[src/rtl/udma_stream_arbiter.sv]
// rtl/udma_stream_arbiter.sv - round-robin burst-aware arbiter feeding one uDMA stream FIFO source port.
// Optional id_o output (binary index of the granted channel) is built when UDMA_ARB_ID_EN is defined.
module udma_stream_arbiter #(
    parameter int N_CH       = 4,
    parameter int DATA_WIDTH = 32,
    parameter int MAX_BURST  = 8
) (
    input  logic                         clk_i,
    input  logic                         rst_i,
    input  logic [N_CH*DATA_WIDTH-1:0]   ch_data_i,
    input  logic [N_CH-1:0]              ch_valid_i,
    input  logic [N_CH-1:0]              ch_last_i,
    output logic [N_CH-1:0]              ch_ready_o,
    output logic [DATA_WIDTH-1:0]        fifo_data_o,
    output logic                         fifo_valid_o,
    input  logic                         fifo_ready_i,
    output logic [N_CH-1:0]              grant_o,
    output logic                         busy_o
`ifdef UDMA_ARB_ID_EN
    ,
    output logic [$clog2(N_CH)-1:0]      id_o
`endif
);

    localparam int PW = $clog2(N_CH);
    localparam int CW = $clog2(MAX_BURST + 1);
    localparam logic [CW-1:0] LAST_BEAT = CW'(MAX_BURST - 1);
    localparam logic [PW-1:0] LAST_CH   = PW'(N_CH - 1);
    localparam logic [PW:0]   N_CH_EXT  = (PW + 1)'(N_CH);

    typedef enum logic {IDLE, GRANT} state_t;

    state_t          state;
    logic [N_CH-1:0] grant;
    logic [PW-1:0]   rr_ptr;
    logic [CW-1:0]   beat_cnt;

    logic [PW-1:0]   g_idx;
    logic [PW-1:0]   pick_idx;
    logic [PW:0]     scan_idx;
    logic            found;
    logic            any_req;
    logic            hs;
    logic            release_grant;

    always_comb begin
        g_idx = '0;
        for (int k = 0; k < N_CH; k++) begin
            if (grant[k]) g_idx = PW'(k);
        end
    end

    // Scan upward from rr_ptr with explicit wrap so non-power-of-two N_CH works.
    always_comb begin
        pick_idx = rr_ptr;
        found    = 1'b0;
        scan_idx = '0;
        for (int i = 0; i < N_CH; i++) begin
            scan_idx = {1'b0, rr_ptr} + (PW + 1)'(i);
            if (scan_idx >= N_CH_EXT) scan_idx = scan_idx - N_CH_EXT;
            if (!found && ch_valid_i[scan_idx[PW-1:0]]) begin
                pick_idx = scan_idx[PW-1:0];
                found    = 1'b1;
            end
        end
    end

    assign any_req = |ch_valid_i;

    // Data path stays combinational; everything is forced to zero outside GRANT.
    always_comb begin
        fifo_data_o  = '0;
        fifo_valid_o = 1'b0;
        ch_ready_o   = '0;
        if (state == GRANT) begin
            fifo_data_o       = ch_data_i[g_idx*DATA_WIDTH +: DATA_WIDTH];
            fifo_valid_o      = ch_valid_i[g_idx];
            ch_ready_o[g_idx] = fifo_ready_i;
        end
    end

    assign hs = fifo_valid_o & fifo_ready_i;

    assign release_grant = (state == GRANT) &&
                           (!ch_valid_i[g_idx] ||
                            (hs && (ch_last_i[g_idx] || (beat_cnt == LAST_BEAT))));

    always_ff @(posedge clk_i or posedge rst_i) begin
        if (rst_i) begin
            state    <= IDLE;
            grant    <= '0;
            rr_ptr   <= '0;
            beat_cnt <= '0;
        end else begin
            case (state)
                IDLE: begin
                    if (any_req) begin
                        grant    <= N_CH'(1) << pick_idx;
                        beat_cnt <= '0;
                        state    <= GRANT;
                    end
                end
                GRANT: begin
                    if (release_grant) begin
                        state    <= IDLE;
                        grant    <= '0;
                        beat_cnt <= '0;
                        rr_ptr   <= (g_idx == LAST_CH) ? '0 : g_idx + 1'b1;
                    end else if (hs) begin
                        beat_cnt <= beat_cnt + 1'b1;
                    end
                end
                default: begin
                    state <= IDLE;
                    grant <= '0;
                end
            endcase
        end
    end

    assign grant_o = grant;
    assign busy_o  = (state == GRANT);

`ifdef UDMA_ARB_ID_EN
    assign id_o = g_idx;
`endif

endmodule

[config.mk]
export PLATFORM = sky130hd
export DESIGN_NAME = udma_stream_arbiter
export DESIGN_NICKNAME = d
export VERILOG_FILES = /design/src/rtl/udma_stream_arbiter.sv
export SDC_FILE = /design/constraint.sdc
export NUM_CORES = 1
export LEC_CHECK = 0
export BUFFER_PORTS_ARGS = -buffer_cell sky130_fd_sc_hd__buf_2
export CAP_MARGIN = 10
export CORE_ASPECT_RATIO = 1.75
export CORE_MARGIN = 2
export CORE_UTILIZATION = 38
export CTS_CLUSTER_DIAMETER = 30
export CTS_CLUSTER_SIZE = 20
export DETAILED_ROUTE_END_ITERATION = 6
export PLACE_DENSITY_LB_ADDON = 0.15
export SYNTH_ARGS = -nofsm -noshare
export SYNTH_HDL_FRONTEND = slang
export SYNTH_SLANG_ARGS = --single-unit
[constraint.sdc]
create_clock -name clk_i -period 2.21 [get_ports clk_i]
set_clock_uncertainty 0.05 [all_clocks]
set_input_delay 0.221 -clock clk_i [delete_from_list [all_inputs] [get_ports clk_i]]
set_output_delay 0.221 -clock clk_i [all_outputs]
set_load 0.05 [all_outputs]
# Yosys cells after proc, flatten, opt, wreduce, memory -nomap -nowiden
# Cells that the tools add are included.
[op_classes]
addsub = 9
order_cmp = 10
n_eq_ne = 5
shift = 2
n_mux = 42
n_bitwise = 3
reduce_logical = 16
[ops]
columns = ["operator", "n"]
rows = [
  ["$shiftx A128 B8 Y32", 1],
  ["$mux W32", 1],
  ["$mux W4", 6],
  ["$mux W2", 11],
  ["$pmux W4 S2", 2],
  ["$lt A2 B3 Y1 const B", 5],
  ["$mux W1", 14],
  ["$bmux W1 S2", 6],
  ["$ge A3 B3 Y1 const B", 3],
  ["$sub A2 B1 Y2 const B", 4],
  ["$add A2 B2 Y3 const B", 2],
  ["$logic_and A1 B1 Y1", 6],
  ["$reduce_and A2 Y1", 3],
  ["$add A4 B1 Y4 const B", 1],
  ["$and A4 B4 Y4", 1],
  ["$eq A4 B3 Y1 const B", 1],
  ["$logic_not A1 Y1", 4],
  ["$reduce_or A4 Y1", 1],
  ["$shl A1 B2 Y4 const A", 1],
  ["$add A2 B1 Y3 const B", 1],
  ["$ge A2 B3 Y1 const B", 1],
  ["$ne A3 B1 Y1 const B", 1],
  ["$add A2 B1 Y2 const B", 1],
  ["$demux W1 S2", 1],
  ["8 further kinds", 9],
]
[word_totals]
register_bits = 11
out_inout_bits = 42
elab_cells = 91

# Depth between registers and ports, before layout
# Gate-level depths: netlist of the first run.
[depth]
ltp_word = 17
ltp_mapped = 6
depth_no_buf = 5

# Worst setup path before layout of the first run
# Ideal clock, no wire load.
[synth_path]
path_kind = "register -> output"
startpoint = "reg grant[3], in the netlist grant_o[3]"
endpoint = "out fifo_valid_o"
arrival_time_ns = 2.318
required_time_ns = 1.939
path_slack_ns = -0.379
stages_incl_launch_ff = 6
cell_sequence = "dfrtp_1 -> buf_2 -> nor2_2 -> nand2_1 -> nand2_1 -> nor3_1"
[synth_via]
elab_chain_len = 4
[synth_lines]
columns = ["element", "line_no", "source"]
rows = [
  ["start: declaration", "34", "logic [N_CH-1:0] grant;"],
  ["start signal: assignment", "98", "grant <= N_CH'(1) << pick_idx;"],
  ["$mux W2", "49", "if (grant[k]) g_idx = PW'(k);"],
  ["$bmux W1 S2", "77", "fifo_valid_o = ch_valid_i[g_idx];"],
  ["$mux W1 (implied by the code)", "77", ""],
  ["$mux W1", "75", "if (state == GRANT) begin"],
  ["end: declaration", "15", "output logic fifo_valid_o,"],
]
# Every way passes these cells. The select of a mux whose other input is x is not followed.

# Worst setup path in the final report of the first run
[layout_path]
startpoint = "reg grant[3], in the netlist grant_o[3]"
endpoint = "out fifo_data_o[30]"
[layout_via]
elab_chain_len = 3
[layout_lines]
columns = ["element", "line_no", "source"]
rows = [
  ["$mux W2", "49", ""],
  ["$shiftx A128 B8 Y32", "76", "fifo_data_o = ch_data_i[g_idx*DATA_WIDTH +: DATA_WIDTH];"],
  ["$mux W32", "75", ""],
  ["end: declaration", "14", "output logic [DATA_WIDTH-1:0] fifo_data_o,"],
]
# Every way passes these cells.

==> results.md, run 1 <==
- Placeable Area: 5020 um2
- Drt initial violations: 151
- Path type of the worst setup path: reg -> out
- Insertion delay to the later sink of the worst-skew pair: 0.24 ns
- Ordered list of cells on the worst path: buf_4, mux2i_1, nor2_2, buf_2
- Total routing usage reported by global routing: 0.240
- Area delta synth->final: 54.6%
- Syn Nets: 417
- Crit Reg-Reg Endpoint: rr_ptr[0]
- Antenna violations before repair: 0
- Async set or reset register ratio after synthesis: 1.00
- # DRC: 16
- Register bit count reported by yosys: 11
- Transition time of the tightest slew-check pin: 0.651 ns
- Vias after detailed routing: 2,635
- Number of primary I/O pins: approximately 180
- Number of core rows: 34
- Routed wire length per instance: 15.0 um
- Number of enable flip-flop cells after synthesis: 0
- Root Buffer: sky130_fd_sc_hd__clkbuf_8
- Chip width: 58.6 um
- Delay contributed by the slowest stage of the critical path: 0.50 ns
- Unique cell type count in the Yosys netlist: 40
- Max Freq: 480 MHz
- Residual antenna-violating net count after detailed routing: 0
- Maximum vdd ir drop: 0.000966 V
- Final count of negative-setup-slack endpoints: 0
- Count of port buffers added during placement: 180
- Initial core utilization: 0.396
- Portion of the post-synthesis area used by sequential elements: 0.139
- Portion of netlist area occupied by mux cells: 0.353
- RePlAce Congestion: 0.860
- CP startpoint kind: register
- Diode insertion count for antenna repair: 0
- Number of global-route vias before repair: 2,486
- Violated checks: DRC
- Rel. slew slack: 0.555
- Setup repair after global routing missed its margin: false
- Total negative slack: 0 ns
- Number of search-and-repair iterations in the first detailed-routing pass: 7
- YS warnings: 0
- Run status: finished, violations left
- Fraction of synthesized cell area in xor and xnor cells: 0
- Post-synthesis compound-gate area fraction: 0.176
- Top fanout value on the critical path: 32
- Number of cells on the worst reg-to-reg path: 5
- CTS max path bufs: 2
- Cell Area, Placed: 3010 um2
- Critical Path Start: grant_o[3]
- Clock-pin slew on the worst setup and hold paths: 0.06 ns
- Post-Syn Area per Cell: 7.25 um2
- Via density per instance: between 5 and 6
- Placed instance count: 493
- Leakage Power: about 1.5 nW
- Max_cap viols: 0
- CP endpoint: fifo_data_o[30]
- Ratio of cells with drive above 1 in the final layout: 0.520
- Main combinational cell family by area after synthesis: multiplexers
- Fraction of the cycle the final worst path needs: 0.943
- Reg2reg setup slack: 0.25 ns
- Synthesized instance count: 274
- Post-route non-filler standard cell count: 498
- Clock sink count: 11
- Wirelength, routed: 7450 um
- Dominant synthesized flop cell: sky130_fd_sc_hd__dfrtp_1
- Area of the die: 5840 um2
- Die boundary height: 99.6 um
- Finished layout cell area: 3070 um2
- Max-slew violation count: 0
- Critical path data required time: 1.94 ns
- Cell area after synthesis: 1990 um2
- Critical-path cell with the highest stage delay: sky130_fd_sc_hd__buf_4
- Sum of overflow across all layers after global routing: 0
- Setup Buffers After CTS: 0
- H-tree depth reported by CTS: 1
- Simple logic cell fraction of the synthesized area: 0.237
- Worst Setup End Kind: output pin
- Pwr Density: roughly 1500 nW/um2
- Number of buffers created by CTS: 3
- First-pass GRT wire length: 11,300 um
- Arrival time reported for the critical path endpoint: 1.81 ns
- Final net count: 588
- Adder-cell area share of the yosys netlist: 0.0252
- Type of the most critical hold path: in -> reg
- Largest net degree at the start of global routing: 66
- Final critical delay including setup and external delays: roughly 2.1 ns
- Final core occ: 0.611
- Number of endpoints with negative hold slack in the final report: 0
- TritonCTS clock tree: built
- Final HPWL DP: roughly 6000 um
- Start of the worst register-to-register path: beat_cnt[0]
-- cell families after synthesis --
family,after synthesis
adder cells (fa/ha/maj),4
buffers and inverters,32
flip-flops,11
multiplexers,69
AND/OR/NAND/NOR,103
AO/OA/AOI/OAI,55
-- cell usage after synthesis, types with 2 or more instances --
cell type / instances / share of area
sky130_fd_sc_hd__nand3_1: 3 / 0.0076
sky130_fd_sc_hd__and2_1: 2 / 0.0063
sky130_fd_sc_hd__and3b_1: 2 / 0.0088
sky130_fd_sc_hd__ha_1: 4 / 0.025
sky130_fd_sc_hd__nor2b_1: 5 / 0.016
sky130_fd_sc_hd__a21oi_1: 4 / 0.010
sky130_fd_sc_hd__nand2_1: 39 / 0.074
sky130_fd_sc_hd__mux2i_1: 67 / 0.34
sky130_fd_sc_hd__o221ai_1: 3 / 0.013
sky130_fd_sc_hd__inv_1: 11 / 0.021
sky130_fd_sc_hd__o21ai_0: 33 / 0.083
sky130_fd_sc_hd__nor3b_2: 2 / 0.013
sky130_fd_sc_hd__nand4_1: 2 / 0.0063
sky130_fd_sc_hd__and3_1: 4 / 0.013
sky130_fd_sc_hd__buf_2: 10 / 0.025
sky130_fd_sc_hd__nor4_1: 2 / 0.0063
sky130_fd_sc_hd__mux2_4: 2 / 0.015
sky130_fd_sc_hd__clkbuf_1: 9 / 0.017
sky130_fd_sc_hd__o22ai_1: 4 / 0.013
sky130_fd_sc_hd__dfrtp_1: 11 / 0.14
sky130_fd_sc_hd__nor2_1: 36 / 0.068
-- worst min-delay path by stage --
stage | depth (start not counted) | from | to
after global routing | 5 | fifo_ready_i | beat_cnt[3]
after detailed placement | 2 | rst_i | beat_cnt[3]
after global placement | 2 | rst_i | beat_cnt[3]
final | 4 | fifo_ready_i | busy_o
after CTS | 5 | fifo_ready_i | beat_cnt[3]
after floorplan | 1 | rst_i | beat_cnt[0]
-- area by class of cell --
cell class | instances | area (um2)
clock buffer | 3 | 41.3
sequential | 11 | 279
clock inverter | 1 | 5.00
fill | 463 | 1950
multi-input combinational | 231 | 1650
timing repair buffer | 186 | 986
inverter | 12 | 45.0
tap | 54 | 67.6
-- sequential cells by signal, summed over array words and instances, names as in the netlist --
register and cells:
grant_o 4, beat_cnt 4, rr_ptr 2, busy_o 1
-- where the power goes --
part | total, W | internal, W | switching [W]
clock | 0.000205 | 0.000124 | 0.0000813
combinational | 0.00414 | 0.00125 | 0.00289
sequential | 0.000384 | 0.000267 | 0.000118
total | 0.00473 | 0.00164 | 0.00309
-- through the flow --
stage | total power, W | setup WS (ns) | hold slack (ns)
floorplan | 0.00361 | -0.0915 | 0.0234
global placement | 0.00451 | 0.331 | 0.190
detailed placement | 0.00454 | 0.295 | 0.195
CTS | 0.00475 | 0.140 | 0.418
global route | 0.00504 | 0.0234 | 0.463
finish | 0.00473 | 0.126 | 0.415
-- metal layers --
| layer | routed length (um) | vias up | global-route usage | share of wire |
|---|---|---|---|---|
| met5 | 0 | - | 0 | 0 |
| met3 | 602 | 22 | 0.0247 | 0.081 |
| met2 | 4020 | 124 | 0.457 | 0.54 |
| li1 | - | 1306 | - | - |
| met4 | 236 | 0 | 0.0857 | 0.032 |
| met1 | 2590 | 1183 | 0.262 | 0.35 |
-- critical path: cells and delay by family, from the launching register on --
family	cells	cell delay (ns)
buffers and inverters	2	0.71
and+or+nand+nor	1	0.04
DFF	1	0.48
muxes	1	0.31
-- placed cells by master, fill, tap and decap left out, types with 3 or more instances in the layout --
master                     count
sky130_fd_sc_hd__nand2_1      39
sky130_fd_sc_hd__mux2i_1      67
sky130_fd_sc_hd__nor2_1        8
sky130_fd_sc_hd__clkbuf_8      3
sky130_fd_sc_hd__dfrtp_2       3
sky130_fd_sc_hd__ha_1          4
sky130_fd_sc_hd__o221ai_1      3
sky130_fd_sc_hd__nor2b_1       5
sky130_fd_sc_hd__inv_1        11
sky130_fd_sc_hd__and3_1        4
sky130_fd_sc_hd__a21oi_1       4
sky130_fd_sc_hd__nor2_2       29
sky130_fd_sc_hd__buf_2       180
sky130_fd_sc_hd__dfrtp_1       8
sky130_fd_sc_hd__o21ai_0      33
sky130_fd_sc_hd__o22ai_1       4
sky130_fd_sc_hd__nand3_1       3
sky130_fd_sc_hd__buf_12        3
-- timing repair --
item | 4_1_cts | 5_1_grt
endpoints found under the hold margin | 11 | 0
resized for setup | 0 | 0
hold buffers | 1 | 0
No activity file was read; power rests on OpenSTA's default activity.
==> run 2, diff against run 1 <==
- BUFFER_PORTS_ARGS: -buffer_cell sky130_fd_sc_hd__buf_2 -> -buffer_cell sky130_fd_sc_hd__clkbuf_2
==> run 2 against run 1 <==
Compared with the run above: the run still ends with DRC left; die area unchanged; via count down 0.80%; maximum frequency down 1.6%; critical path depth up 1; sequential power up 1%; combinational power up 6.3%; global-route usage about the same; worst hold slack worse by 0.018 ns; critical path type unchanged; critical endpoint is now ch_ready_o[1]; largest cell class unchanged; largest power group unchanged.
==> results.md, run 2 (synthesized netlist as in run 1, its figures left out) <==
- Clock sink count: 11 (unchanged)
- Residual antenna-violating net count after detailed routing: 0 (unchanged)
- TritonCTS clock tree: built
- Crit Reg-Reg Endpoint: rr_ptr[0]
- Number of core rows: 34 (unchanged)
- Arrival time reported for the critical path endpoint: 1.85 ns (+0.04 ns)
- Number of stages on the worst hold path: 4 (unchanged)
- Insertion delay to the later sink of the worst-skew pair: 0.25 ns (about the same)
- Worst Setup End Kind: output pin
- Antenna violations before repair: 0 (unchanged)
- Diode insertion count for antenna repair: 0 (unchanged)
- Cell Area, Placed: 3110 um2 (+3.1%)
- Count of port buffers added during placement: 180 (unchanged)
- Ratio of cells with drive above 1 in the final layout: 0.518 (-0.00225)
- Worst slack on hold paths: 0.397 ns (-0.0177 ns)
- Finished layout cell area: 3160 um2 (+3.1%)
- Max_cap viols: 0 (unchanged)
- Worst Hold Endpoint: busy_o
- Sum of overflow across all layers after global routing: 0 (unchanged)
- Number of endpoints with negative hold slack in the final report: 0 (unchanged)
- Type of the most critical hold path: in -> reg
- Die boundary height: 99.6 um (unchanged)
- Initial core utilization: 0.396 (unchanged)
- Reg2reg setup slack: 0.24 ns (about the same)
- Clock-pin slew on the worst setup and hold paths: 0.05 ns (about the same)
- Via density per instance: 5.25 (-0.80%)
- Setup repair after global routing missed its margin: false
- Placeable Area: 5020 um2 (unchanged)
- Placed instance count: 493 (unchanged)
- Number of cells on the worst reg-to-reg path: 5 (unchanged)
- Leakage Power: 1.52 nW (+2.9%)
- Final critical delay including setup and external delays: 2.12 ns (+0.0338 ns)
- Total routing usage reported by global routing: 0.240 (+0.000332)
- Vias after detailed routing: 2,614 (-0.80%)
- Startpoint of the most critical hold path: fifo_ready_i
- Post-route non-filler standard cell count: 498 (unchanged)
- Max Freq: 472 MHz (-1.6%)
- Final HPWL DP: 5990 um (-0.50%)
- Final count of negative-setup-slack endpoints: 0 (unchanged)
- Final net count: 588 (unchanged)
- # DRC: 17 (+1)
- Violated checks: DRC
- Pwr Density: 1580 nW/um2 (+2.6%)
- Area of the die: 5840 um2 (unchanged)
- Critical path data required time: 1.94 ns (about the same)
- Number of global-route vias before repair: 2,497 (+0.44%)
- H-tree depth reported by CTS: 1 (unchanged)
- Number of primary I/O pins: 181 (unchanged)
- Max-slew violation count: 0 (unchanged)
- Transition time of the tightest slew-check pin: 0.613 ns (-0.0376 ns)
- Top fanout value on the critical path: 14 (-56%)
- Number of search-and-repair iterations in the first detailed-routing pass: 7 (unchanged)
- Largest net degree at the start of global routing: 46 (-30%)
- Root Buffer: sky130_fd_sc_hd__clkbuf_8
- Area delta synth->final: 59.4%
- Chip width: 58.6 um (unchanged)
- Maximum vdd ir drop: 0.000823 V (-15%)
- Path type of the worst setup path: reg -> out
- Rel. slew slack: 0.581 (+0.0257)
- Drt initial violations: 153 (+1.3%)
- Start of the worst register-to-register path: beat_cnt[0]
- Fraction of the cycle the final worst path needs: 0.958 (+0.0153)
- Routed wire length per instance: 14.6 um (-2.5%)
- Wirelength, routed: 7260 um (-2.5%)
- CP startpoint kind: register
- First-pass GRT wire length: 11,200 um (-0.72%)
- Most common library cell in the layout ignoring fill and taps: sky130_fd_sc_hd__clkbuf_2
- Most frequent cells in the layout: sky130_fd_sc_hd__clkbuf_2, sky130_fd_sc_hd__mux2i_1, sky130_fd_sc_hd__nand2_1
- CTS max path bufs: 2 (unchanged)
- Run status: finished, violations left
- Number of buffers created by CTS: 3 (unchanged)
- RePlAce Congestion: 0.846 (-1.7%)
## run 2: cell count changes in the layout (fill, tap and decap cells not counted), sizes merged
| cell | delta |
|---|---|
| clkbuf | +174 |
| buf | -173 |
| clkinv | -1 |
## run 2: layer usage
| layer | track usage | vias to the layer above | part of all wire |
|---|---|---|---|
| li1 | - | 1312 | - |
| met1 | 0.252 | 1177 | 0.35 |
| met2 | 0.453 | 107 | 0.54 |
| met3 | 0.0377 | 18 | 0.080 |
| met4 | 0.0997 | 0 | 0.023 |
| met5 | 0 | - | 0 |
## run 2: critical path: stages (launching register included)
cell	delay, ns
sky130_fd_sc_hd__dfrtp_2	0.53
sky130_fd_sc_hd__a21oi_1	0.36
sky130_fd_sc_hd__inv_1	0.09
sky130_fd_sc_hd__ha_1	0.20
sky130_fd_sc_hd__and3_1	0.18
sky130_fd_sc_hd__clkbuf_2	0.23
## run 2: metrics by stage
step | TNS [ns] | setup WS [ns] | utilization | total power [W]
final | 0 | 0.0919 | 0.630 | 0.00501
after global routing | 0 | 0.0167 | 0.630 | 0.00529
after CTS | 0 | 0.0647 | 0.630 | 0.00503
after detailed placement | 0 | 0.253 | 0.619 | 0.00480
after global placement | 0 | 0.322 | 0.619 | 0.00477
after floorplan | -0.183 | -0.0915 | - | 0.00361
## run 2: cell type report
class	instances	area (um2)
Fill cell	478	1860
Timing Repair Buffer	186	1080
Tap cell	54	67.6
Inverter	12	45.0
Multi-Input combinational cell	231	1650
Sequential cell	11	279
Clock buffer	4	45.0
## run 2: worst max path at each step
stage,cells past startpoint,start,slack (ns),to
finish,5,grant_o[3],0.09,ch_ready_o[1]
global route,5,grant_o[3],0.02,ch_ready_o[1]
CTS,4,grant_o[3],0.06,fifo_data_o[0]
detailed placement,5,beat_cnt[0],0.25,rr_ptr[0]
global placement,5,beat_cnt[0],0.32,rr_ptr[0]
floorplan,4,busy_o,-0.09,fifo_data_o[1]
## run 2: timing repair
action,4_1_cts,5_1_grt
endpoints found under the setup margin,0,9
hold buffers,1,0
gates resized for setup,0,1
buffers inserted,0,0
endpoints found under the hold margin,11,0
## run 2: report_power, final
group	leakage [nW]	switching [W]	internal, W	total, W
logic	1.36	0.00293	0.00147	0.00440
registers	0.139	0.000121	0.000267	0.000388
clock network	0.0228	0.0000854	0.000128	0.000213
